[src/rtl/scaler_pkg.sv]
// rtl/scaler_pkg.sv - shared types, step constants and helpers for the horizontal scaler control
package scaler_pkg;

    localparam int unsigned STEP_ONE = 4096;
    localparam int unsigned STEP_MIN = 512;

    typedef logic [15:0] step_t;

    typedef enum logic [1:0] {
        S_SYNC,
        S_VBLANK,
        S_ACTIVE
    } state_t;

    function automatic step_t clamp_step(input step_t req, input step_t lo);
        return (req < lo) ? lo : req;
    endfunction

endpackage

[src/rtl/scaler_line_meter.sv]
// rtl/scaler_line_meter.sv - saturating per-line counter with rising-edge detect on the blank input
module scaler_line_meter #(
    parameter int CNT_WIDTH = 13
) (
    input  logic                 clk,
    input  logic                 rst,
    input  logic                 inc,
    input  logic                 clr,
    input  logic                 blank,
    output logic [CNT_WIDTH-1:0] count,
    output logic                 rise,
    output logic                 sat
);

    localparam logic [CNT_WIDTH-1:0] CNT_MAX = '1;

    logic blank_q;

    assign rise = blank & ~blank_q;
    assign sat  = inc & ~clr & (count == CNT_MAX);

    // blank_q resets high so leaving reset during blanking never looks like a line end
    always_ff @(posedge clk) begin
        if (rst) begin
            count   <= '0;
            blank_q <= 1'b1;
        end else begin
            blank_q <= blank;
            if (clr) begin
                count <= '0;
            end else if (inc && (count != CNT_MAX)) begin
                count <= count + 1'b1;
            end
        end
    end

endmodule

[src/rtl/scaler_h_ctrl.sv]
// rtl/scaler_h_ctrl.sv - frame sequencer, step shadow and line/frame measurement for scaler_h
module scaler_h_ctrl
    import scaler_pkg::*;
#(
    parameter int          DATA_WIDTH = 8,
    parameter int unsigned STEP_ONE   = scaler_pkg::STEP_ONE,
    parameter int unsigned STEP_MIN   = scaler_pkg::STEP_MIN,
    parameter int          CNT_WIDTH  = 13
) (
    input  logic                  clk,
    input  logic                  rst,
    input  logic [15:0]           cfg_step_i,
    input  logic                  cfg_bypass_i,
    input  logic                  cfg_wr_i,
    input  logic                  err_clr_i,
    input  logic [DATA_WIDTH-1:0] di_i,
    input  logic                  de_i,
    input  logic                  hs_i,
    input  logic                  vs_i,
    output logic [DATA_WIDTH-1:0] sc_di_o,
    output logic                  sc_de_o,
    output logic                  sc_hs_o,
    output logic                  sc_vs_o,
    output logic [15:0]           step_cord_o,
    input  logic                  sc_de_i,
    input  logic                  sc_hs_i,
    output logic                  cfg_pending_o,
    output logic [CNT_WIDTH-1:0]  line_width_o,
    output logic [CNT_WIDTH-1:0]  frame_height_o,
    output logic [CNT_WIDTH-1:0]  out_width_o,
    output logic                  frame_done_o,
    output logic                  err_width_o,
    output logic                  err_ovf_o
);

    localparam step_t                STEP_ONE_V = step_t'(STEP_ONE);
    localparam step_t                STEP_MIN_V = step_t'(STEP_MIN);
    localparam logic [CNT_WIDTH-1:0] CNT_MAX    = '1;

    state_t state;

    step_t shadow_step;
    logic  shadow_bypass;
    logic  apply;

    logic [CNT_WIDTH-1:0] pix_cnt;
    logic [CNT_WIDTH-1:0] opix_cnt;
    logic [CNT_WIDTH-1:0] line_cnt;
    logic [CNT_WIDTH-1:0] ref_width;
    logic [CNT_WIDTH-1:0] last_owidth;
    logic [CNT_WIDTH-1:0] line_cnt_nxt;
    logic [CNT_WIDTH-1:0] ref_nxt;

    logic pix_inc;
    logic hs_rise;
    logic pix_sat;
    logic ohs_rise;
    logic opix_sat;
    logic frame_end;
    logic line_close;
    logic line_sat;
    logic width_bad;
    logic ovf_evt;

    always_ff @(posedge clk) begin
        if (rst) begin
            state <= S_SYNC;
        end else begin
            case (state)
                S_SYNC:   if (vs_i)  state <= S_VBLANK;
                S_VBLANK: if (!vs_i) state <= S_ACTIVE;
                S_ACTIVE: if (vs_i)  state <= S_VBLANK;
                default:             state <= S_SYNC;
            endcase
        end
    end

    // The shadow is only transferred while the scaler is idle between frames
    assign apply = (state != S_ACTIVE) && cfg_pending_o;

    always_ff @(posedge clk) begin
        if (rst) begin
            sc_di_o       <= '0;
            sc_de_o       <= 1'b0;
            sc_hs_o       <= 1'b1;
            sc_vs_o       <= 1'b1;
            step_cord_o   <= STEP_ONE_V;
            shadow_step   <= STEP_ONE_V;
            shadow_bypass <= 1'b0;
            cfg_pending_o <= 1'b0;
        end else begin
            sc_di_o <= di_i;
            sc_de_o <= de_i && (state == S_ACTIVE);
            sc_hs_o <= hs_i;
            sc_vs_o <= vs_i;

            if (apply) begin
                step_cord_o <= shadow_bypass ? STEP_ONE_V : shadow_step;
            end

            if (cfg_wr_i) begin
                shadow_step   <= clamp_step(cfg_step_i, STEP_MIN_V);
                shadow_bypass <= cfg_bypass_i;
                cfg_pending_o <= 1'b1;
            end else if (apply) begin
                cfg_pending_o <= 1'b0;
            end
        end
    end

    assign pix_inc = de_i && (state == S_ACTIVE);

    scaler_line_meter #(
        .CNT_WIDTH (CNT_WIDTH)
    ) u_in_meter (
        .clk   (clk),
        .rst   (rst),
        .inc   (pix_inc),
        .clr   (line_close),
        .blank (hs_i),
        .count (pix_cnt),
        .rise  (hs_rise),
        .sat   (pix_sat)
    );

    scaler_line_meter #(
        .CNT_WIDTH (CNT_WIDTH)
    ) u_out_meter (
        .clk   (clk),
        .rst   (rst),
        .inc   (sc_de_i),
        .clr   (sc_hs_i),
        .blank (sc_hs_i),
        .count (opix_cnt),
        .rise  (ohs_rise),
        .sat   (opix_sat)
    );

    assign frame_end = (state == S_ACTIVE) && vs_i;

    // A line still open when vblank starts is closed by the frame end itself
    assign line_close = (state == S_ACTIVE) && (pix_cnt != '0) && (hs_rise || vs_i);
    assign line_sat   = line_close && (line_cnt == CNT_MAX);
    assign width_bad  = line_close && (line_cnt != '0) && (pix_cnt != ref_width);
    assign ovf_evt    = pix_sat | opix_sat | line_sat;

    always_comb begin
        line_cnt_nxt = line_cnt;
        ref_nxt      = ref_width;
        if (line_close && !line_sat) begin
            line_cnt_nxt = line_cnt + 1'b1;
        end
        if (line_close && (line_cnt == '0)) begin
            ref_nxt = pix_cnt;
        end
    end

    always_ff @(posedge clk) begin
        if (rst) begin
            line_cnt       <= '0;
            ref_width      <= '0;
            last_owidth    <= '0;
            line_width_o   <= '0;
            frame_height_o <= '0;
            out_width_o    <= '0;
            frame_done_o   <= 1'b0;
            err_width_o    <= 1'b0;
            err_ovf_o      <= 1'b0;
        end else begin
            if (ohs_rise && (opix_cnt != '0)) begin
                last_owidth <= opix_cnt;
            end

            frame_done_o <= frame_end;
            if (frame_end) begin
                line_width_o   <= ref_nxt;
                frame_height_o <= line_cnt_nxt;
                out_width_o    <= last_owidth;
                line_cnt       <= '0;
                ref_width      <= '0;
            end else begin
                line_cnt  <= line_cnt_nxt;
                ref_width <= ref_nxt;
            end

            // A set event in the same cycle as a clear keeps the flag raised
            err_width_o <= width_bad | (err_width_o & ~err_clr_i);
            err_ovf_o   <= ovf_evt   | (err_ovf_o   & ~err_clr_i);
        end
    end

endmodule

[config.mk]
export PLATFORM = sky130hd
export DESIGN_NAME = scaler_h_ctrl
export DESIGN_NICKNAME = d
export VERILOG_FILES = /design/src/rtl/scaler_pkg.sv /design/src/rtl/scaler_line_meter.sv /design/src/rtl/scaler_h_ctrl.sv
export SDC_FILE = /design/constraint.sdc
export NUM_CORES = 1
export LEC_CHECK = 0
export ABC_CLOCK_PERIOD_IN_PS = 2950
export CAP_MARGIN = 10
export CORE_UTILIZATION = 53
export CTS_BUF_LIST = sky130_fd_sc_hd__clkbuf_16
export CTS_CLUSTER_DIAMETER = 200
export DETAILED_ROUTE_END_ITERATION = 6
export PLACE_DENSITY = 0.86
export REMOVE_ABC_BUFFERS = 1
export SLEW_MARGIN = 25
export SYNTH_ARGS = -nofsm -noshare
export SYNTH_HDL_FRONTEND = slang
export SYNTH_SLANG_ARGS = --single-unit
[constraint.sdc]
create_clock -name clk -period 2.95 [get_ports clk]
set_clock_uncertainty 0.15 [all_clocks]
set_input_delay 0.4425 -clock clk [delete_from_list [all_inputs] [get_ports clk]]
set_output_delay 0.4425 -clock clk [all_outputs]
set_load 0.01 [all_outputs]
Yosys cells after proc, flatten, opt, wreduce, memory -nomap -nowiden
Index checks and enable logic that the tools add are counted.
{ "word_totals": {"word_cells": 88, "out_inout_bits": 70, "inputBits": 34, "ff_bits": 155} }
{ "op_classes": {"order_cmp": 1, "mux": 9, "bitwise_logic": 17, "n_reduce_logical": 26, "n_eq_ne": 11, "add_sub_neg": 3} }
{ "ops": {"columns": ["op", "n"], "rows": [
  ["$add 13x1->13 const B", 3],
  ["$eq 13x13->1 const B", 3],
  ["$reduce_bool 13->1", 3],
  ["$mux 16", 2],
  ["$mux 13", 2],
  ["$ne 13x13->1 const B", 2],
  ["$lt 16x10->1 const B", 1],
  ["$logic_and 1x1->1", 13],
  ["$logic_not 13->1", 1],
  ["$ne 13x13->1", 1],
  ["$and 1x1->1", 8],
  ["$reduce_or 2->1", 4],
  ["$not 1->1", 5],
  ["$mux 2", 2],
  ["$ne 2x2->1 const B", 2],
  ["$or 1x1->1", 4],
  ["$pmux 2 s2", 1],
  ["$eq 2x1->1 const B", 1],
  ["$eq 2x2->1 const B", 1],
  ["$logic_not 2->1", 1],
  ["$mux 1", 2],
  ["$ne 2x1->1 const B", 1],
  ["$reduce_and 2->1", 1],
  ["$reduce_bool 2->1", 1],
  ["other kinds (2)", 2]
]} }

Depth between registers and ports, before layout
{ "depth": {"ltp_word": 10, "depth_mapped": 11, "mapped_depth_nobuf": 7} }

Cells and area by module
From an unflattened synthesis, not the netlist that was laid out.
{ "unflattened": {"cells_unflattened": 669, "hier_area_um2": 6276.0} }
{ "by_module_without_submodules": {"columns": ["mod", "cells_per_inst", "seq_area_each_um2", "instances", "area_each_um2"], "rows": [
  ["scaler_h_ctrl", 519, 2562.5, 1, 4937.2],
  ["scaler_line_meter", 75, 280.3, 2, 669.4]
]} }

Worst setup path after synthesis
OpenSTA, ideal clock, no wires.
{ "synth_path": {"path_type": "reg-to-reg", "startpoint": "register u_in_meter.count[0]", "endpoint": "register line_cnt[3]", "stages_incl_launch_ff": 10, "required_ps": 2729, "synth_period_minus_slack_ps": 2263, "slack_ps": 687, "t_arrival_ps": 2042, "setup_ps": 71, "path_cell_list": "dfxtp_1 -> inv_1 -> ha_1 -> nor4b_1 -> and3_1 -> buf_6 -> or2_4 -> buf_6 -> or4_1 -> a21oi_1"} }
{ "synth_via": {"elab_chain_cells": 7} }
{ "synth_lines": {"columns": ["element", "line_no", "source"], "rows": [
  ["start, declared", "scaler_line_meter.sv:10", "output logic [CNT_WIDTH-1:0] count,"],
  ["start signal, assigned", "scaler_line_meter.sv:32", "count <= count + 1'b1;"],
  ["$reduce_bool 13->1 (*)", "scaler_h_ctrl.sv:142", "assign line_close = (state == S_ACTIVE) && (pix_cnt != '0) && (hs_rise || vs_i);"],
  ["$logic_and 1x1->1 (*) (2 in a row)", "scaler_h_ctrl.sv:142", null],
  ["$logic_and 1x1->1", "scaler_h_ctrl.sv:143", "assign line_sat = line_close && (line_cnt == CNT_MAX);"],
  ["$logic_not 1->1", "scaler_h_ctrl.sv:150", "if (line_close && !line_sat) begin"],
  ["$logic_and 1x1->1 (*)", "scaler_h_ctrl.sv:150", null],
  ["$mux 13 (*)", "scaler_h_ctrl.sv:150", null],
  ["end signal, assigned", "scaler_h_ctrl.sv:182", "line_cnt <= line_cnt_nxt;"],
  ["end, declared", "scaler_h_ctrl.sv:48", "logic [CNT_WIDTH-1:0] line_cnt;"]
]} }
Every way passes the cells marked *; elsewhere a longest branch is shown, timed or not.
A chain may end at the register's enable or synchronous reset.

Worst setup path in the final report
{ "layout_path": {"startpoint": "register u_in_meter.count[1]", "endpoint": "register line_cnt[3]"} }
The elaborated chain is that of the path after synthesis.

==> results_dict.tcl <==
set metrics [dict create \
    fin_ws_ps 460 \
    post-route-drc-count 0 \
    dp_cells 893 \
    p_leak_uw 0.00287 \
    dieArea_sq_mm 0.0122 \
    initial_core_util 0.546 \
    ys_seq_area_frac 0.498 \
    finalSetupTns_ps 0 \
    report.final.slew_viol_count 0 \
    fin_util 0.698 \
    r2r-start "u_in_meter.count[1]" \
    fin_nets 809 \
    maxCapViolCount 0 \
    slowest_stage "or4_1" \
    die_w_um 110 \
    startpoint_type "flip-flop" \
    synthDistinctLibCells 50 \
    max_freq_ghz 0.402 \
    grt_pass1_vias 5354 \
    insertion_delay_ps 420 \
    drtIter0Drc 263 \
    yosysWarnings 0 \
    r2r_setup_slack_ps 460 \
    num-fill-cells 829 \
    reg2reg_to "line_cnt[3]" \
    rsz0062_at_grt "false" \
    relSlewSlack 0.337 \
    vias 5326 \
    cts_setup_buffers 0 \
    synth_area_per_cell_sq_um 9.15 \
    period_needed_ps 2490 \
    startpoint "u_in_meter.count[1]" \
    required_ps 3160 \
    syn2layout_area_growth_pct 27.9 \
    antenna_cells 0 \
    routedWlPerCell_um 16.2 \
    crit_cells 7 \
    finalNonFillerCells 925 \
    htreeDepth 4 \
    clkTransAtPathRegs_ps 60 \
    final_area_sq_mm 0.00797 \
    hpwl_um 9920 \
    outcome "finished, final reports clean" \
    grt_max_degree 60 \
    drtAntennaViolNets 0 \
    reg2regPathDepth 7 \
    core_area_sq_mm 0.0114 \
    fp-row-count 39 \
    crit_end "line_cnt[3]" \
    path_max_fanout 38 \
    ios 104 \
    path_cells "inv_1, ha_1, nor4b_1, and3_1, or2_4, or4_1, a21oi_1" \
    layout-drive-gt1-share 0.0639 \
    critPathBufInv 1 \
    ys_ff_latch 155 \
    overflow 0 \
    cts.sinks 155 \
    irDropWorstVdd_uv 417 \
    worstPathArrival_ps 2700 \
    grt_pass1_wl_um 25200 \
    dpl-instance-area_sq_mm 0.00732 \
    cts_buffers 17 \
    gp_congestion 0.877 \
    postCtsResizedCells 0 \
    p_per_area_mw_per_mm2 597 \
    antenna_found_initial 0 \
    hp-class "in2reg" \
    crit_family "simple AND/OR/NAND/NOR gates" \
    hold_viol 0 \
    place_ws_ps 251 \
    regArea_sq_mm 0.00310 \
    cts_tree "yes" \
    path_class "reg2reg" \
    cp-end-kind "flip-flop" \
    first_pass_iters 5 \
    setup-violations-final 0 \
    worst_pin_slew_ps 992 \
    clock_tree.root_cell "clkbuf_16" \
    ctsLongestPathBuffers 2 \
    multiInputGateArea_sq_mm 0.00288 \
    synth.cell_area_sq_mm 0.00623 \
    fin_crit_sh 0.844 \
    vias_per_cell 5.76 \
    critPathMaxStageDelay_ps 540 \
    wirelength_um 15000 \
    portBuffers 103 \
    die_h_um 110 \
    hold_buffers 0 \
    grt_usage 0.253 \
    synthCells 681 \
]
[area by class of cell]
class / instances / share of cell area
flip-flops and latches: 155 / 0.389
multi-input cells: 469 / 0.362
repair buffers: 113 / 0.138
clock buffers: 17 / 0.0534
clock inverters: 15 / 0.0287
well taps: 143 / 0.0224
inverters: 13 / 0.00612
[registers in the layout (all words and copies together) (netlist names)]
register / count
cfg_pending_o: 1
err_ovf_o: 1
err_width_o: 1
frame_done_o: 1
frame_height_o: 13
last_owidth: 13
line_cnt: 13
line_width_o: 13
out_width_o: 13
ref_width: 13
sc_de_o: 1
sc_di_o: 8
sc_vs_o: 1
shadow_bypass: 1
shadow_step: 16
state: 2
step_cord_o: 16
u_in_meter.blank_q: 1
u_in_meter.count: 13
u_out_meter.blank_q: 1
u_out_meter.count: 13
[cells by family (layout without fill, tap and decap cells)]
group / Yosys count / in the layout / share of synthesized area
AO/OA/AOI/OAI: 127 / 127 / 0.125
buffers and inverters: 57 / 158 / 0.0401
flip-flops: 155 / 155 / 0.498
AND/OR/NAND/NOR: 273 / 273 / 0.230
multiplexers: 35 / 35 / 0.0564
XOR/XNOR: 28 / 28 / 0.0393
adder cells (fa/ha/maj): 6 / 6 / 0.0120
[where the power goes]
| part | total (uW) | internal, uW | switching (uW) |
|---|---|---|---|
| logic | 203 | 98.8 | 105 |
| registers | 2140 | 2120 | 18.6 |
| clock network | 2410 | 1570 | 840 |
| total | 4760 | 3790 | 963 |
[cell usage after synthesis, drive strengths merged]
master | n | area share
dfxtp | 155 | 0.50
nor2 | 83 | 0.050
a21oi | 49 | 0.039
nand2 | 44 | 0.026
mux2i | 34 | 0.055
o21ai | 31 | 0.025
clkbuf | 29 | 0.018
nand3 | 28 | 0.022
nor2b | 19 | 0.019
nor3b | 16 | 0.019
buf | 15 | 0.015
nand4 | 14 | 0.014
xnor2 | 14 | 0.020
xor2 | 14 | 0.020
a22o | 13 | 0.018
inv | 13 | 0.0078
nor4 | 12 | 0.014
o211ai | 11 | 0.013
or3 | 11 | 0.011
or4 | 11 | 0.013
a211oi | 8 | 0.0096
and2 | 6 | 0.0060
ha | 6 | 0.012
a31oi | 5 | 0.0050
and3 | 5 | 0.0050
and4 | 5 | 0.0070
or2 | 5 | 0.0054
nand2b | 4 | 0.0040
nor3 | 4 | 0.0040
nor4b | 3 | 0.0042
a21o | 2 | 0.0024
a41oi | 2 | 0.0028
o31ai | 2 | 0.0024
a21boi | 1 | 0.0012
a311oi | 1 | 0.0024
a32o | 1 | 0.0016
and2b | 1 | 0.0012
mux2 | 1 | 0.0018
nand3b | 1 | 0.0012
nand4b | 1 | 0.0014
o32ai | 1 | 0.0014
[worst min path at each step]
stage,cells after the start,start,slack [ps],end
CTS,3,rst,300,shadow_step[12]
global placement,2,frame_height_o[12],280,frame_height_o[12]
detailed placement,2,line_width_o[1],290,line_width_o[1]
finish,3,rst,290,shadow_step[12]
floorplan,1,last_owidth[0],290,out_width_o[0]
global route,3,rst,330,shadow_step[12]
[layout by cell type, fill, tap and decap left out, drive strengths merged, types with 6 or more instances in the layout]
cell / count
dfxtp: 155
clkdlybuf4s50: 102
nor2: 83
a21oi: 49
nand2: 44
mux2i: 34
o21ai: 31
nand3: 28
nor2b: 19
clkbuf: 17
nor3b: 16
nand4: 14
xor2: 14
xnor2: 14
inv: 14
a22o: 13
nor4: 12
o211ai: 11
or4: 11
or3: 11
buf: 11
a211oi: 8
and2: 6
ha: 6
bufinv: 6
clkinv: 6
[stage by stage]
stage               hold WS [ps]  power (uW)
floorplan                    292        2270
global placement             284        2380
detailed placement           291        2390
CTS                          296        4780
global route                 335        4890
finish                       293        4760
[per-layer routing]
layer	vias to the layer above	GRT usage	wire [um]
li1	2567	-	-
met1	2543	0.294	6150
met2	185	0.430	7560
met3	31	0.0714	915
met4	0	0.120	384
met5	-	0	0
[worst register-to-register path: stages (launching register included)]
cell and delay (ps):
dfxtp_1 470, inv_1 110, ha_1 220, nor4b_1 150, and3_1 240, or2_4 400
or4_1 540, a21oi_1 150
Note: power is estimated with default switching activity, not from simulation.
